## src/rtl/key_conditioner.sv

```systemverilog
// -----------------------------------------------------------------------------
// key_conditioner
//
// Conditions the raw push-button lines for the lock controller. Each key is
// synchronised, debounced by a small per-key state machine and turned into a
// clean debounced level plus one-cycle press and release pulses. In exclusive
// mode the controller never sees two keys pressed at the same time.
//
// Parameters
//   N_KEYS           number of conditioned keys (bit 0 = highest priority)
//   DEBOUNCE_CYCLES  stable cycles needed to accept a change (>= 1)
//   ACTIVE_LOW       1: raw line reads 0 when pressed; 0: reads 1 when pressed
//   EXCLUSIVE        1: at most one key may be in the pressed condition
//
// Ports
//   clk           in   system clock
//   system_reset  in   asynchronous, active-high reset
//   key_raw       in   raw, asynchronous button lines
//   key_level     out  debounced level, 1 = pressed (registered)
//   key_press     out  one-cycle pulse on an accepted press (registered)
//   key_release   out  one-cycle pulse on an accepted release (registered)
//   busy          out  1 while any key FSM is away from IDLE (registered)
//
// Debug visibility: the per-key FSM state is held in state_q[] (type
// key_state_e) and the per-key counter in cnt_q[]; both are plain arrays so
// checkers can bind to them directly.
// -----------------------------------------------------------------------------
module key_conditioner #(
    parameter int N_KEYS          = 3,
    parameter int DEBOUNCE_CYCLES = 1000000,
    parameter int ACTIVE_LOW      = 1,
    parameter int EXCLUSIVE       = 1
) (
    input  logic              clk,
    input  logic              system_reset,
    input  logic [N_KEYS-1:0] key_raw,
    output logic [N_KEYS-1:0] key_level,
    output logic [N_KEYS-1:0] key_press,
    output logic [N_KEYS-1:0] key_release,
    output logic              busy
);

    localparam int CNT_W = (DEBOUNCE_CYCLES < 1) ? 1 : $clog2(DEBOUNCE_CYCLES + 1);
    localparam logic [CNT_W-1:0] CNT_LAST = CNT_W'(DEBOUNCE_CYCLES - 1);
    localparam logic [CNT_W-1:0] CNT_ONE  = CNT_W'(1);
    localparam logic [CNT_W-1:0] CNT_MAX  = {CNT_W{1'b1}};

    // BLOCKED_RELEASE is the release confirmation of a refused key: it shares
    // the timing of CONFIRM_RELEASE but ends in IDLE without a release pulse
    // and never counts as owning the key set.
    typedef enum logic [2:0] {
        ST_IDLE            = 3'd0,
        ST_CONFIRM_PRESS   = 3'd1,
        ST_PRESSED         = 3'd2,
        ST_CONFIRM_RELEASE = 3'd3,
        ST_BLOCKED         = 3'd4,
        ST_BLOCKED_RELEASE = 3'd5
    } key_state_e;

    // -------------------------------------------------------------------------
    // Signals
    // -------------------------------------------------------------------------
    logic [N_KEYS-1:0] act_raw;      // raw line normalised to 1 = pressed
    logic [N_KEYS-1:0] sync1_q, sync1_d;
    logic [N_KEYS-1:0] sync2_q, sync2_d;
    logic [N_KEYS-1:0] act;          // synchronised, normalised key

    key_state_e        state_q [N_KEYS];
    key_state_e        state_d [N_KEYS];
    logic [CNT_W-1:0]  cnt_q   [N_KEYS];
    logic [CNT_W-1:0]  cnt_d   [N_KEYS];

    logic [N_KEYS-1:0] done;         // key completes CONFIRM_PRESS this cycle
    logic [N_KEYS-1:0] owner;        // key is in PRESSED or CONFIRM_RELEASE
    logic [N_KEYS-1:0] grant;        // completion may become PRESSED

    logic [N_KEYS-1:0] key_level_q, key_level_d;
    logic [N_KEYS-1:0] key_press_q, key_press_d;
    logic [N_KEYS-1:0] key_release_q, key_release_d;
    logic              busy_q, busy_d;

    function automatic logic [CNT_W-1:0] sat_inc(input logic [CNT_W-1:0] v);
        return (v == CNT_MAX) ? v : v + CNT_ONE;
    endfunction

    // -------------------------------------------------------------------------
    // Input normalisation and two-flop synchroniser
    // -------------------------------------------------------------------------
    assign act_raw = (ACTIVE_LOW != 0) ? ~key_raw : key_raw;
    assign act     = sync2_q;

    always_comb begin
        sync1_d = act_raw;
        sync2_d = sync1_q;
    end

    // -------------------------------------------------------------------------
    // Arbitration. A completing key is refused when another key already owns
    // the key set, or when a lower-index (higher-priority) key completes in
    // the very same cycle.
    // -------------------------------------------------------------------------
    always_comb begin
        done  = '0;
        owner = '0;
        for (int i = 0; i < N_KEYS; i++) begin
            done[i]  = (state_q[i] == ST_CONFIRM_PRESS) && act[i] &&
                       (cnt_q[i] == CNT_LAST);
            owner[i] = (state_q[i] == ST_PRESSED) ||
                       (state_q[i] == ST_CONFIRM_RELEASE);
        end
    end

    always_comb begin
        grant = '1;
        if (EXCLUSIVE != 0) begin
            for (int i = 0; i < N_KEYS; i++) begin
                for (int j = 0; j < N_KEYS; j++) begin
                    if ((j != i) && owner[j]) begin
                        grant[i] = 1'b0;
                    end
                    if ((j < i) && done[j]) begin
                        grant[i] = 1'b0;
                    end
                end
            end
        end
    end

    // -------------------------------------------------------------------------
    // FSM process 1: state, counter, synchroniser and output registers
    // -------------------------------------------------------------------------
    always_ff @(posedge clk or posedge system_reset) begin
        if (system_reset) begin
            sync1_q       <= '0;
            sync2_q       <= '0;
            key_level_q   <= '0;
            key_press_q   <= '0;
            key_release_q <= '0;
            busy_q        <= 1'b0;
            for (int i = 0; i < N_KEYS; i++) begin
                state_q[i] <= ST_IDLE;
                cnt_q[i]   <= '0;
            end
        end else begin
            sync1_q       <= sync1_d;
            sync2_q       <= sync2_d;
            key_level_q   <= key_level_d;
            key_press_q   <= key_press_d;
            key_release_q <= key_release_d;
            busy_q        <= busy_d;
            for (int i = 0; i < N_KEYS; i++) begin
                state_q[i] <= state_d[i];
                cnt_q[i]   <= cnt_d[i];
            end
        end
    end

    // -------------------------------------------------------------------------
    // FSM process 2: next state and counter
    // -------------------------------------------------------------------------
    always_comb begin
        for (int i = 0; i < N_KEYS; i++) begin
            state_d[i] = state_q[i];
            cnt_d[i]   = cnt_q[i];
            unique case (state_q[i])
                ST_IDLE: begin
                    if (act[i]) begin
                        state_d[i] = ST_CONFIRM_PRESS;
                        cnt_d[i]   = '0;
                    end
                end
                ST_CONFIRM_PRESS: begin
                    if (!act[i]) begin
                        state_d[i] = ST_IDLE;
                        cnt_d[i]   = '0;
                    end else if (cnt_q[i] == CNT_LAST) begin
                        state_d[i] = grant[i] ? ST_PRESSED : ST_BLOCKED;
                    end else begin
                        cnt_d[i] = sat_inc(cnt_q[i]);
                    end
                end
                ST_PRESSED: begin
                    if (!act[i]) begin
                        state_d[i] = ST_CONFIRM_RELEASE;
                        cnt_d[i]   = '0;
                    end
                end
                ST_CONFIRM_RELEASE: begin
                    if (act[i]) begin
                        state_d[i] = ST_PRESSED;
                    end else if (cnt_q[i] == CNT_LAST) begin
                        state_d[i] = ST_IDLE;
                    end else begin
                        cnt_d[i] = sat_inc(cnt_q[i]);
                    end
                end
                ST_BLOCKED: begin
                    if (!act[i]) begin
                        state_d[i] = ST_BLOCKED_RELEASE;
                        cnt_d[i]   = '0;
                    end
                end
                ST_BLOCKED_RELEASE: begin
                    if (act[i]) begin
                        state_d[i] = ST_BLOCKED;
                    end else if (cnt_q[i] == CNT_LAST) begin
                        state_d[i] = ST_IDLE;
                    end else begin
                        cnt_d[i] = sat_inc(cnt_q[i]);
                    end
                end
                default: begin
                    state_d[i] = ST_IDLE;
                    cnt_d[i]   = '0;
                end
            endcase
        end
    end

    // -------------------------------------------------------------------------
    // FSM process 3: outputs, decoded from the transition about to be taken so
    // that the registered outputs line up with the new state.
    // -------------------------------------------------------------------------
    always_comb begin
        key_level_d   = '0;
        key_press_d   = '0;
        key_release_d = '0;
        busy_d        = 1'b0;
        for (int i = 0; i < N_KEYS; i++) begin
            key_level_d[i]   = (state_d[i] == ST_PRESSED) ||
                               (state_d[i] == ST_CONFIRM_RELEASE);
            key_press_d[i]   = (state_q[i] == ST_CONFIRM_PRESS) &&
                               (state_d[i] == ST_PRESSED);
            key_release_d[i] = (state_q[i] == ST_CONFIRM_RELEASE) &&
                               (state_d[i] == ST_IDLE);
            if (state_d[i] != ST_IDLE) begin
                busy_d = 1'b1;
            end
        end
    end

    assign key_level   = key_level_q;
    assign key_press   = key_press_q;
    assign key_release = key_release_q;
    assign busy        = busy_q;

    // -------------------------------------------------------------------------
    // Embedded properties
    // -------------------------------------------------------------------------
    a_no_press_and_release : assert property (
        @(posedge clk) disable iff (system_reset)
        (key_press_q & key_release_q) == '0
    );

    a_exclusive_level : assert property (
        @(posedge clk) disable iff (system_reset)
        (EXCLUSIVE == 0) || $onehot0(key_level_q)
    );

endmodule

```

## config.mk

```make
export PLATFORM = sky130hd
export DESIGN_NAME = key_conditioner
export DESIGN_NICKNAME = d
export VERILOG_FILES = /design/src/rtl/key_conditioner.sv
export SDC_FILE = /design/constraint.sdc
export NUM_CORES = 1
export LEC_CHECK = 0
export CORE_MARGIN = 1
export CORE_UTILIZATION = 55
export CTS_CLUSTER_SIZE = 20
export DETAILED_ROUTE_END_ITERATION = 7
export HOLD_SLACK_MARGIN = 0.05
export PLACE_DENSITY_LB_ADDON = 0.1
export SLEW_MARGIN = 20
export SYNTH_ARGS = -nofsm -noshare
export SYNTH_HDL_FRONTEND = slang
export SYNTH_SLANG_ARGS = --single-unit
export TNS_END_PERCENT = 50
```

## constraint.sdc

```tcl
create_clock -name clk -period 5.8 [get_ports clk]
set_input_delay 0.58 -clock clk [delete_from_list [all_inputs] [get_ports clk]]
set_output_delay 0.58 -clock clk [all_outputs]
set_load 0.01 [all_outputs]
```

==> impl_metrics.tcl, run 1 <==
set metrics [dict create \
    worstHoldStart "sync1_q[0]" \
    min_to "act[0]" \
    worst_setup_path_start_kind "flip-flop" \
    slew_headroom 0.319 \
    grt_pass1_vias 3883 \
    reg2reg_slack_ps 3180 \
    grt-busiest-layer "met2" \
    syn_nets 548 \
    first_pass_iters 5 \
    synthesis.area_um2 4850 \
    synthToLayoutAreaGrowth_pct 6.33 \
    routedWlPerCell_um 16.3 \
    placed_cells 629 \
    place.gp.congestion 0.854 \
    htree_levels 3 \
    routed_wl_um 10500 \
    crit_chain "ha_1, nand2_1, nor4_1, o21a_1, o21ai_0, a21oi_1" \
    slowest_delay_ps 790 \
    insertion_delay_ps 360 \
    powerDensity_nw_per_um2 214 \
    slowest_stage "o21a_1" \
    hold_buffers 0 \
    hpwl_um 7090 \
    synth-edff-count 0 \
    num_io_pins 15 \
    design.core.area_um2 8380 \
    worst_slew_pin_slew_ps 1020 \
    hold_path.class "reg -> reg" \
    p_sw_frac 0.282 \
    maxSlewViolCount 0 \
    cp.buffers_inverters 0 \
    period_needed_ps 2620 \
    holdPathStages 0 \
    clkPwrFrac 0.375 \
    ys_types 54 \
    cp_top_family "compound AO/OA/AOI/OAI gates" \
    p_int_mw 0.793 \
    start_util 0.578 \
    p_comb_frac 0.064 \
    antennaDiodeCount 0 \
    r2r_start "cnt_q[20]" \
    grt_first_pass_wirelength_um 18200 \
    cp.arrival_ps 2900 \
    layout.nets 543 \
    die_y_um 95.9 \
    grt.overflow.total 0 \
    status "complete, no violations" \
    synthCells 540 \
    die_x_um 95.9 \
    cts_made_buffers 9 \
    clock_path_buffers 2 \
    ir_worst_vdd_v 0.000118 \
    stdcell_area_um2 5150 \
    rsz0062_at_grt "false" \
    synth_top_flop_cell "dfrtp_1" \
    async_flop_share 1.00 \
    drt_iter0_markers 245 \
    grtUsageMet1 0.360 \
    finish.utilization 0.615 \
    clkSinkCount 85 \
    finalCritPeriodShare 0.452 \
    drc_errors 0 \
    max_freq_mhz 382 \
    ctsResizeCount 0 \
    reg2reg_to "cnt_q[21]" \
    yosysWarnings 0 \
    p_sw_mw 0.312 \
    leakage_nw 1.98 \
    cp.required_ps 6080 \
    std_cell_rows 33 \
    die_area_um2 9190 \
    drv_cap 0 \
    use_met2 0.399 \
    finalSetupTns_ps 0 \
    grt_util_met3 0.0387 \
    ant_nets 0 \
    via_per_inst 6.61 \
    cp_max_fo 31 \
    final_common_cell "dfrtp_1" \
    avgSynthCellArea_um2 8.97 \
    ys_seq_elements 85 \
    instances_no_fill 645 \
    setup_viol 0 \
    post_cts_buffers 0 \
    hold_viol 0 \
    track_usage 0.253 \
    vias 4261 \
    path_clk_slew_ps 100 \
    critPathKind "reg -> reg" \
    seqPwrFrac 0.561 \
    clockRootBuffer "clkbuf_8" \
    cts_tree "yes" \
    antenna_found_initial 0 \
    final_cell_mix "dfrtp_1 (85), a21oi_1 (44), nand3_1 (42)" \
    dpl_cell_area_um2 4960 \
    grt_max_degree 46 \
    drive_above_1_share 0.0574 \
    r2r_cells 6 \
    end_kind "flip-flop" \
    worst_clock_skew_ps 7.66 \
    io_buffers 14 \
    yosysSeqAreaShare 0.439 \
]
==> through the flow <==
stage | total power, mW | setup slack, ps | hold WS [ps]
finish | 1.10 | 3180 | 362
global route | 1.15 | 2940 | 381
CTS | 1.11 | 3220 | 365
detailed placement | 0.703 | 3300 | 342
global placement | 0.699 | 3350 | 341
floorplan | 0.682 | 3030 | 331
==> cells by family (layout without fill, tap and decap cells) <==
family	count (synthesis)	after routing	share of synthesized area
AO/OA/AOI/OAI	166	166	0.221
AND/OR/NAND/NOR	232	232	0.273
XOR/XNOR	5	5	0.00904
adder cells (fa/ha/maj)	3	3	0.00775
multiplexers	2	2	0.00439
buffers and inverters	47	47	0.0460
flip-flops	85	85	0.439
==> sequential cells by signal, summed over array words and instances, names as in the netlist <==
register	flops
act	3
busy	1
cnt_q	60
key_level	3
key_press	3
key_release	3
state_q	9
sync1_q	3
==> synth_stat cells, types with 2 or more instances <==
library cell | number | area, µm²
a211oi_1 | 2 | 15.0
a21oi_1 | 44 | 220
a221o_1 | 2 | 20.0
a221oi_1 | 5 | 43.8
a22o_1 | 4 | 35.0
a22oi_2 | 2 | 25.0
a31oi_1 | 9 | 56.3
a32o_1 | 2 | 20.0
and3_1 | 10 | 62.6
and4_1 | 3 | 26.3
and4_4 | 2 | 22.5
and4b_1 | 3 | 30.0
buf_2 | 13 | 65.1
buf_4 | 4 | 30.0
buf_6 | 2 | 22.5
clkbuf_1 | 12 | 45.0
dfrtp_1 | 85 | 2130
ha_1 | 3 | 37.5
inv_1 | 16 | 60.1
nand2_1 | 39 | 146
nand2b_1 | 5 | 31.3
nand3_1 | 42 | 210
nand3b_1 | 2 | 15.0
nand4_1 | 21 | 131
nor2_1 | 25 | 93.8
nor2b_1 | 3 | 18.8
nor3_1 | 12 | 60.1
nor3_2 | 3 | 30.0
nor4_1 | 5 | 31.3
nor4b_1 | 4 | 35.0
o211ai_1 | 9 | 67.6
o21a_1 | 7 | 52.6
o21ai_0 | 38 | 190
o21ai_1 | 4 | 20.0
o21bai_1 | 2 | 15.0
o221a_2 | 2 | 22.5
o31ai_1 | 26 | 195
or3_1 | 15 | 93.8
or4_1 | 34 | 255
xor2_1 | 5 | 43.8
==> power by group through the flow <==
| stage | Combinational, mW | Sequential [mW] | Clock [mW] |
|---|---|---|---|
| 2_1_floorplan | 0.0592 | 0.623 | 0 |
| 3_3_place_gp | 0.0695 | 0.630 | 0 |
| 3_5_place_dp | 0.0717 | 0.631 | 0 |
| 4_1_cts | 0.0720 | 0.620 | 0.423 |
| 5_1_grt | 0.0808 | 0.622 | 0.443 |
| 6_report | 0.0707 | 0.620 | 0.414 |
==> per-layer routing <==
layer / vias up / wire length [µm]
met2: 70 / 4860
met3: 13 / 333
li1: 2083 / -
met4: 0 / 144
met1: 2095 / 5200
met5: - / 0
==> area by class of cell <==
type	instances	area, µm²
clock buffers	9	124
clock inverters	7	65.1
fillers	740	3230
inverters	16	61.3
multi-input cells	408	2500
flip-flops and latches	85	2130
well taps	105	131
repair buffers	15	148
==> how the worst max path moves through the flow <==
stage,cells after the start,end,from
floorplan,1,act[0],system_reset
global placement,6,cnt_q[21],cnt_q[20]
detailed placement,6,cnt_q[21],cnt_q[20]
CTS,6,cnt_q[21],cnt_q[20]
global route,6,cnt_q[21],cnt_q[20]
finish,6,cnt_q[21],cnt_q[20]
Power figures use the tool's default switching activity.
==> inputs of run 2 (changes only) <==
==> constraint.sdc (replaced) <==
create_clock -name clk -period 2.15 [get_ports clk]
set_input_delay 0.215 -clock clk [delete_from_list [all_inputs] [get_ports clk]]
set_output_delay 0.215 -clock clk [all_outputs]
set_load 0.01 [all_outputs]
==> run 2 against run 1 <==
  * Register-to-register slack got worse by 3100 ps
  * Count of clock-buffer cells in the layout unchanged
  * Worst setup slack lost 3100 ps
  * Hold slack worse by 110 ps
  * Largest cell class unchanged
  * Non-clock buffer count up 31
  * Total power grew to 2.8 times the previous value
  * Clock skew up 6.1 ps
  * Clock power grew to 2.8 times the previous value
  * Critical path type unchanged
  * Highest routed layer unchanged
==> impl_metrics.tcl, run 2 (same netlist as run 1, synthesis figures left out) <==
set metrics [dict create \
    drt_iter0_markers 198 \
    place.gp.congestion 0.858 \
    first_pass_iters 5 \
    critPathKind "reg -> reg" \
    hold_ws_ps 253 \
    grt.overflow.total 0 \
    grt_max_degree 35 \
    p_total_mw 3.04 \
    cts_tree "yes" \
    worst_slew_pin_slew_ps 544 \
    clockRootBuffer "clkbuf_8" \
    slew_headroom 0.633 \
    cp.buffers_inverters 0 \
    antenna_found_initial 0 \
    largest_register_ffs 60 \
    final_common_cell "dfrtp_1" \
    hold_path.class "in -> async" \
    std_cell_rows 33 \
    worst_setup_path_start_kind "flip-flop" \
    top_regs "cnt_q (60), state_q (9)" \
    num_io_pins 15 \
    worst_clock_skew_ps 13.8 \
    cp.required_ps 2400 \
    finalSetupTns_ps 0 \
    powerDensity_nw_per_um2 558 \
    finish.utilization 0.650 \
    final_cell_mix "dfrtp_1 (85), a21oi_1 (44), nand3_1 (42)" \
    design.core.area_um2 8380 \
    antennaDiodeCount 0 \
    routed_wl_um 11000 \
    track_usage 0.267 \
    via_per_inst 6.57 \
    end_kind "flip-flop" \
    ant_nets 0 \
    synthToLayoutAreaGrowth_pct 12.4 \
    cp.arrival_ps 2320 \
    fin_ws_ps 86.0 \
    status "complete, no violations" \
    leakage_nw 2.16 \
    ir_worst_vdd_v 0.000277 \
    grt_first_pass_wirelength_um 19300 \
    die_area_um2 9190 \
    clkSinkCount 85 \
    cp_max_fo 6 \
    drt-met1-wl_um 5220 \
    place_ws_ps 43.0 \
    slowest_stage "nor4b_1" \
    fillers 671 \
    wl_met2_um 5210 \
    crit_chain "nor4b_1, nand4_1, o31a_1, and4b_1, o221a_2" \
    max_flop_register "cnt_q" \
    slowest_delay_ps 510 \
    hold_viol 0 \
    maxSlewViolCount 0 \
    path_clk_slew_ps 90 \
    layout.nets 574 \
    cp_top_family "simple AND/OR/NAND/NOR gates" \
    io_buffers 14 \
    insertion_delay_ps 360 \
    dr.max_layer_used "met4" \
    start_util 0.578 \
    max_freq_mhz 485 \
    htree_levels 3 \
    setup_viol 0 \
    vias 4442 \
    die_x_um 95.9 \
    finalCritPeriodShare 0.960 \
    grt_pass1_vias 4072 \
    hpwl_um 7770 \
    drive_above_1_share 0.117 \
    clock_path_buffers 2 \
    die_y_um 95.9 \
    drc_errors 0 \
    drv_cap 0 \
    met3_wirelength_um 467 \
    cts_made_buffers 9 \
    period_needed_ps 2060 \
    routedWlPerCell_um 16.3 \
]
[run 2: changes by cell type in the layout (fill, tap and decap cells not counted), sizes merged]
cell / previous run / this run
bufinv: 0 / 1
buf: 1 / 32
inv: 20 / 16
clkinvlp: 1 / 2
clkinv: 2 / 4
[run 2: metal layers]
metal | vias up | global-route usage
met4 | 0 | 0.0746
met5 | - | 0
met1 | 2198 | 0.380
li1 | 2137 | -
met3 | 11 | 0.0348
met2 | 96 | 0.428
[run 2: layout make-up]
cell class	count	area, µm²	area share
well taps	105	131	0.0241
clock buffers	9	124	0.0227
multi-input cells	408	2520	0.463
repair buffers	46	405	0.0744
clock inverters	7	73.8	0.0136
flip-flops and latches	85	2130	0.390
inverters	16	63.8	0.0117
[run 2: final timing paths]
check,startpoint,end,slack (ps),cells past startpoint
min in group clk,key_raw[0],sync1_q[0],330,2
hold reg to reg,sync1_q[1],act[1],360,0
hold / removal,system_reset,cnt_q[37],250,2
setup / recovery,cnt_q[46],state_q[1],90,5
setup reg to reg,cnt_q[46],state_q[1],90,5
max in group asynchronous,system_reset,cnt_q[22],1350,3
[run 2: power by group]
part / switching [mW] / total, mW / internal [mW] / leakage (nW)
registers: 0.0400 / 1.67 / 1.63 / 1.16
logic: 0.141 / 0.229 / 0.0881 / 0.905
clock network: 0.603 / 1.14 / 0.541 / 0.0996
[run 2: what timing repair did]
action,4_1_cts,5_1_grt
buffers inserted,0,2
resized for setup,0,6
setup endpoints to repair,0,39
hold buffers,0,0
[run 2: stage by stage]
step,instances,cell area [µm²]
after floorplan,540,4850
after global placement,658,5210
after detailed placement,658,5210
after CTS,674,5410
after global routing,676,5450
final,676,5450
==> inputs of run 3 (changes only) <==
==> constraint.sdc (replaced) <==
create_clock -name clk -period 1.93 [get_ports clk]
set_input_delay 0.193 -clock clk [delete_from_list [all_inputs] [get_ports clk]]
set_output_delay 0.193 -clock clk [all_outputs]
set_load 0.01 [all_outputs]
==> run 3 against run 2 <==
  * First-iteration DRC count increased by 110%
  * Global-route usage increased by 0.38 points
  * Fmax increased by 6.4%
  * The flow now finishes with violations (setup timing)
  * Via count increased by 5.7%
  * Sequential share of layout area decreased by 3.6 points
  * Critical endpoint unchanged
  * Flip-flop and latch count unchanged
  * Wire length increased by 13%
  * Final cell count increased by 7.0%
==> impl_metrics.tcl, run 3 (same netlist as run 1, synthesis figures left out) <==
set metrics [dict create \
    status "finished, violations left" \
    violations "setup timing" \
    layout.nets 621 \
    placed_cells 698 \
    path_clk_slew_ps 90 \
    finish.utilization 0.717 \
    fillers 616 \
    crit_chain "nor4_1, and4b_2, nand3_1, buf_4, and4b_2, o221a_2" \
    powerDensity_nw_per_um2 552 \
    p_sw_frac 0.272 \
    grt.overflow.total 0 \
    cts_tree "yes" \
    p_sw_mw 0.901 \
    clockRootBuffer "clkbuf_8" \
    slew_headroom 0.665 \
    rsz0062_at_grt "true" \
    hold_viol 0 \
    cts_made_buffers 9 \
    max_freq_mhz 516 \
    ir_worst_vdd_v 0.000447 \
    worst_clock_skew_ps 20.8 \
    drv_cap 0 \
    vias 4695 \
    r2r_cells 6 \
    cp.arrival_ps 2240 \
    slowest_stage "dfrtp_1" \
    drive_above_1_share 0.243 \
    die_area_um2 9190 \
    routedWlPerCell_um 17.2 \
    finalCritPeriodShare 1.01 \
    drc_errors 0 \
    via_per_inst 6.49 \
    critPathKind "reg -> reg" \
    cp_top_family "simple AND/OR/NAND/NOR gates" \
    cp_common_cell "and4b_2" \
    hold_buffers 0 \
    design.core.area_um2 8380 \
    grt_max_degree 35 \
    grt_first_pass_wirelength_um 19200 \
    critPathLaunch "cnt_q[10]" \
    clkSinkCount 85 \
    drt_iter0_markers 412 \
    crit_cells 6 \
    htree_levels 3 \
    period_needed_ps 1940 \
    antenna_found_initial 0 \
    cp_max_fo 7 \
    clock_path_buffers 2 \
    final_cell_mix "dfrtp_1 (81), buf_4 (72), nand2_1 (38), nand3_1 (38)" \
    fin_ws_ps -9.84 \
    top_regs "cnt_q (60), state_q (9)" \
    r2r_start "cnt_q[10]" \
    instances_no_fill 723 \
    synthToLayoutAreaGrowth_pct 24.0 \
    p_int_mw 2.41 \
    worst_setup_path_start_kind "flip-flop" \
    track_usage 0.271 \
    p_total_mw 3.32 \
    end_kind "flip-flop" \
    std_cell_rows 33 \
    final_common_cell "dfrtp_1" \
    ant_nets 0 \
    io_buffers 14 \
    max_flop_register "cnt_q" \
    hold_path.class "in -> async" \
    leakage_nw 2.46 \
    hold_ws_ps 188 \
    p_comb_frac 0.099 \
    routed_wl_um 12400 \
    worst_slew_pin_slew_ps 501 \
    die_y_um 95.9 \
    largest_register_ffs 60 \
    first_pass_iters 5 \
    antennaDiodeCount 0 \
    hpwl_um 8220 \
    clkPwrFrac 0.345 \
    seqPwrFrac 0.556 \
    reg2reg_slack_ps -10 \
    grt_pass1_vias 4148 \
    reg2reg_to "state_q[1]" \
    stdcell_area_um2 6010 \
    slowest_delay_ps 440 \
    dpl_cell_area_um2 5530 \
    num_io_pins 15 \
    finalSetupTns_ps -22.0 \
    cp.required_ps 2230 \
    place_ws_ps -53.0 \
    place.gp.congestion 0.836 \
    start_util 0.578 \
    insertion_delay_ps 380 \
    setup_viol 3 \
    cp.buffers_inverters 1 \
    maxSlewViolCount 0 \
    die_x_um 95.9 \
]
run 3: changes by cell type in the layout (fill, tap and decap cells not counted), moves of 4 or more:
cell     change
nand3_1      -4
dfrtp_2      +4
buf_4       +42
a21oi_1      -7
or4_4        +6
dfrtp_1      -4
a21oi_2      +7
or4_1        -6
run 3: worst max-delay path by stage:
stage	endpoint	slack (ps)
6_report	state_q[1]	-10
5_1_grt	key_level[2]	-100
3_5_place_dp	key_level[1]	-50
2_1_floorplan	key_level[2]	50
3_3_place_gp	state_q[2]	30
4_1_cts	key_level[1]	-10
run 3: what timing repair did:
action | CTS | global route
gates cloned | 0 | 2
pin swaps | 1 | 19
gates resized for setup | 4 | 48
setup buffers | 1 | 6
endpoints found under the setup margin | 4 | 65
run 3: per-layer routing:
| layer | part of all wire | GRT usage |
|---|---|---|
| met5 | 0 | 0 |
| met4 | 0.018 | 0.0995 |
| met3 | 0.059 | 0.0450 |
| met2 | 0.47 | 0.417 |
| met1 | 0.46 | 0.384 |
run 3: layout make-up:
type                       instances  area, µm²  area share
tap                              105        131      0.0219
timing repair buffer              92        797       0.133
inverter                          16       63.8      0.0106
sequential                        85       2130       0.355
multi-input combinational        409       2720       0.452
clock buffer                      10        128      0.0212
clock inverter                     6       40.0     0.00666
run 3: power by group through the flow:
stage | clock network [mW] | registers [mW] | logic [mW]
2_1_floorplan | 0 | 1.87 | 0.178
3_3_place_gp | 0 | 1.88 | 0.300
3_5_place_dp | 0 | 1.88 | 0.310
4_1_cts | 1.16 | 1.84 | 0.311
5_1_grt | 1.23 | 1.85 | 0.360
6_report | 1.14 | 1.84 | 0.328
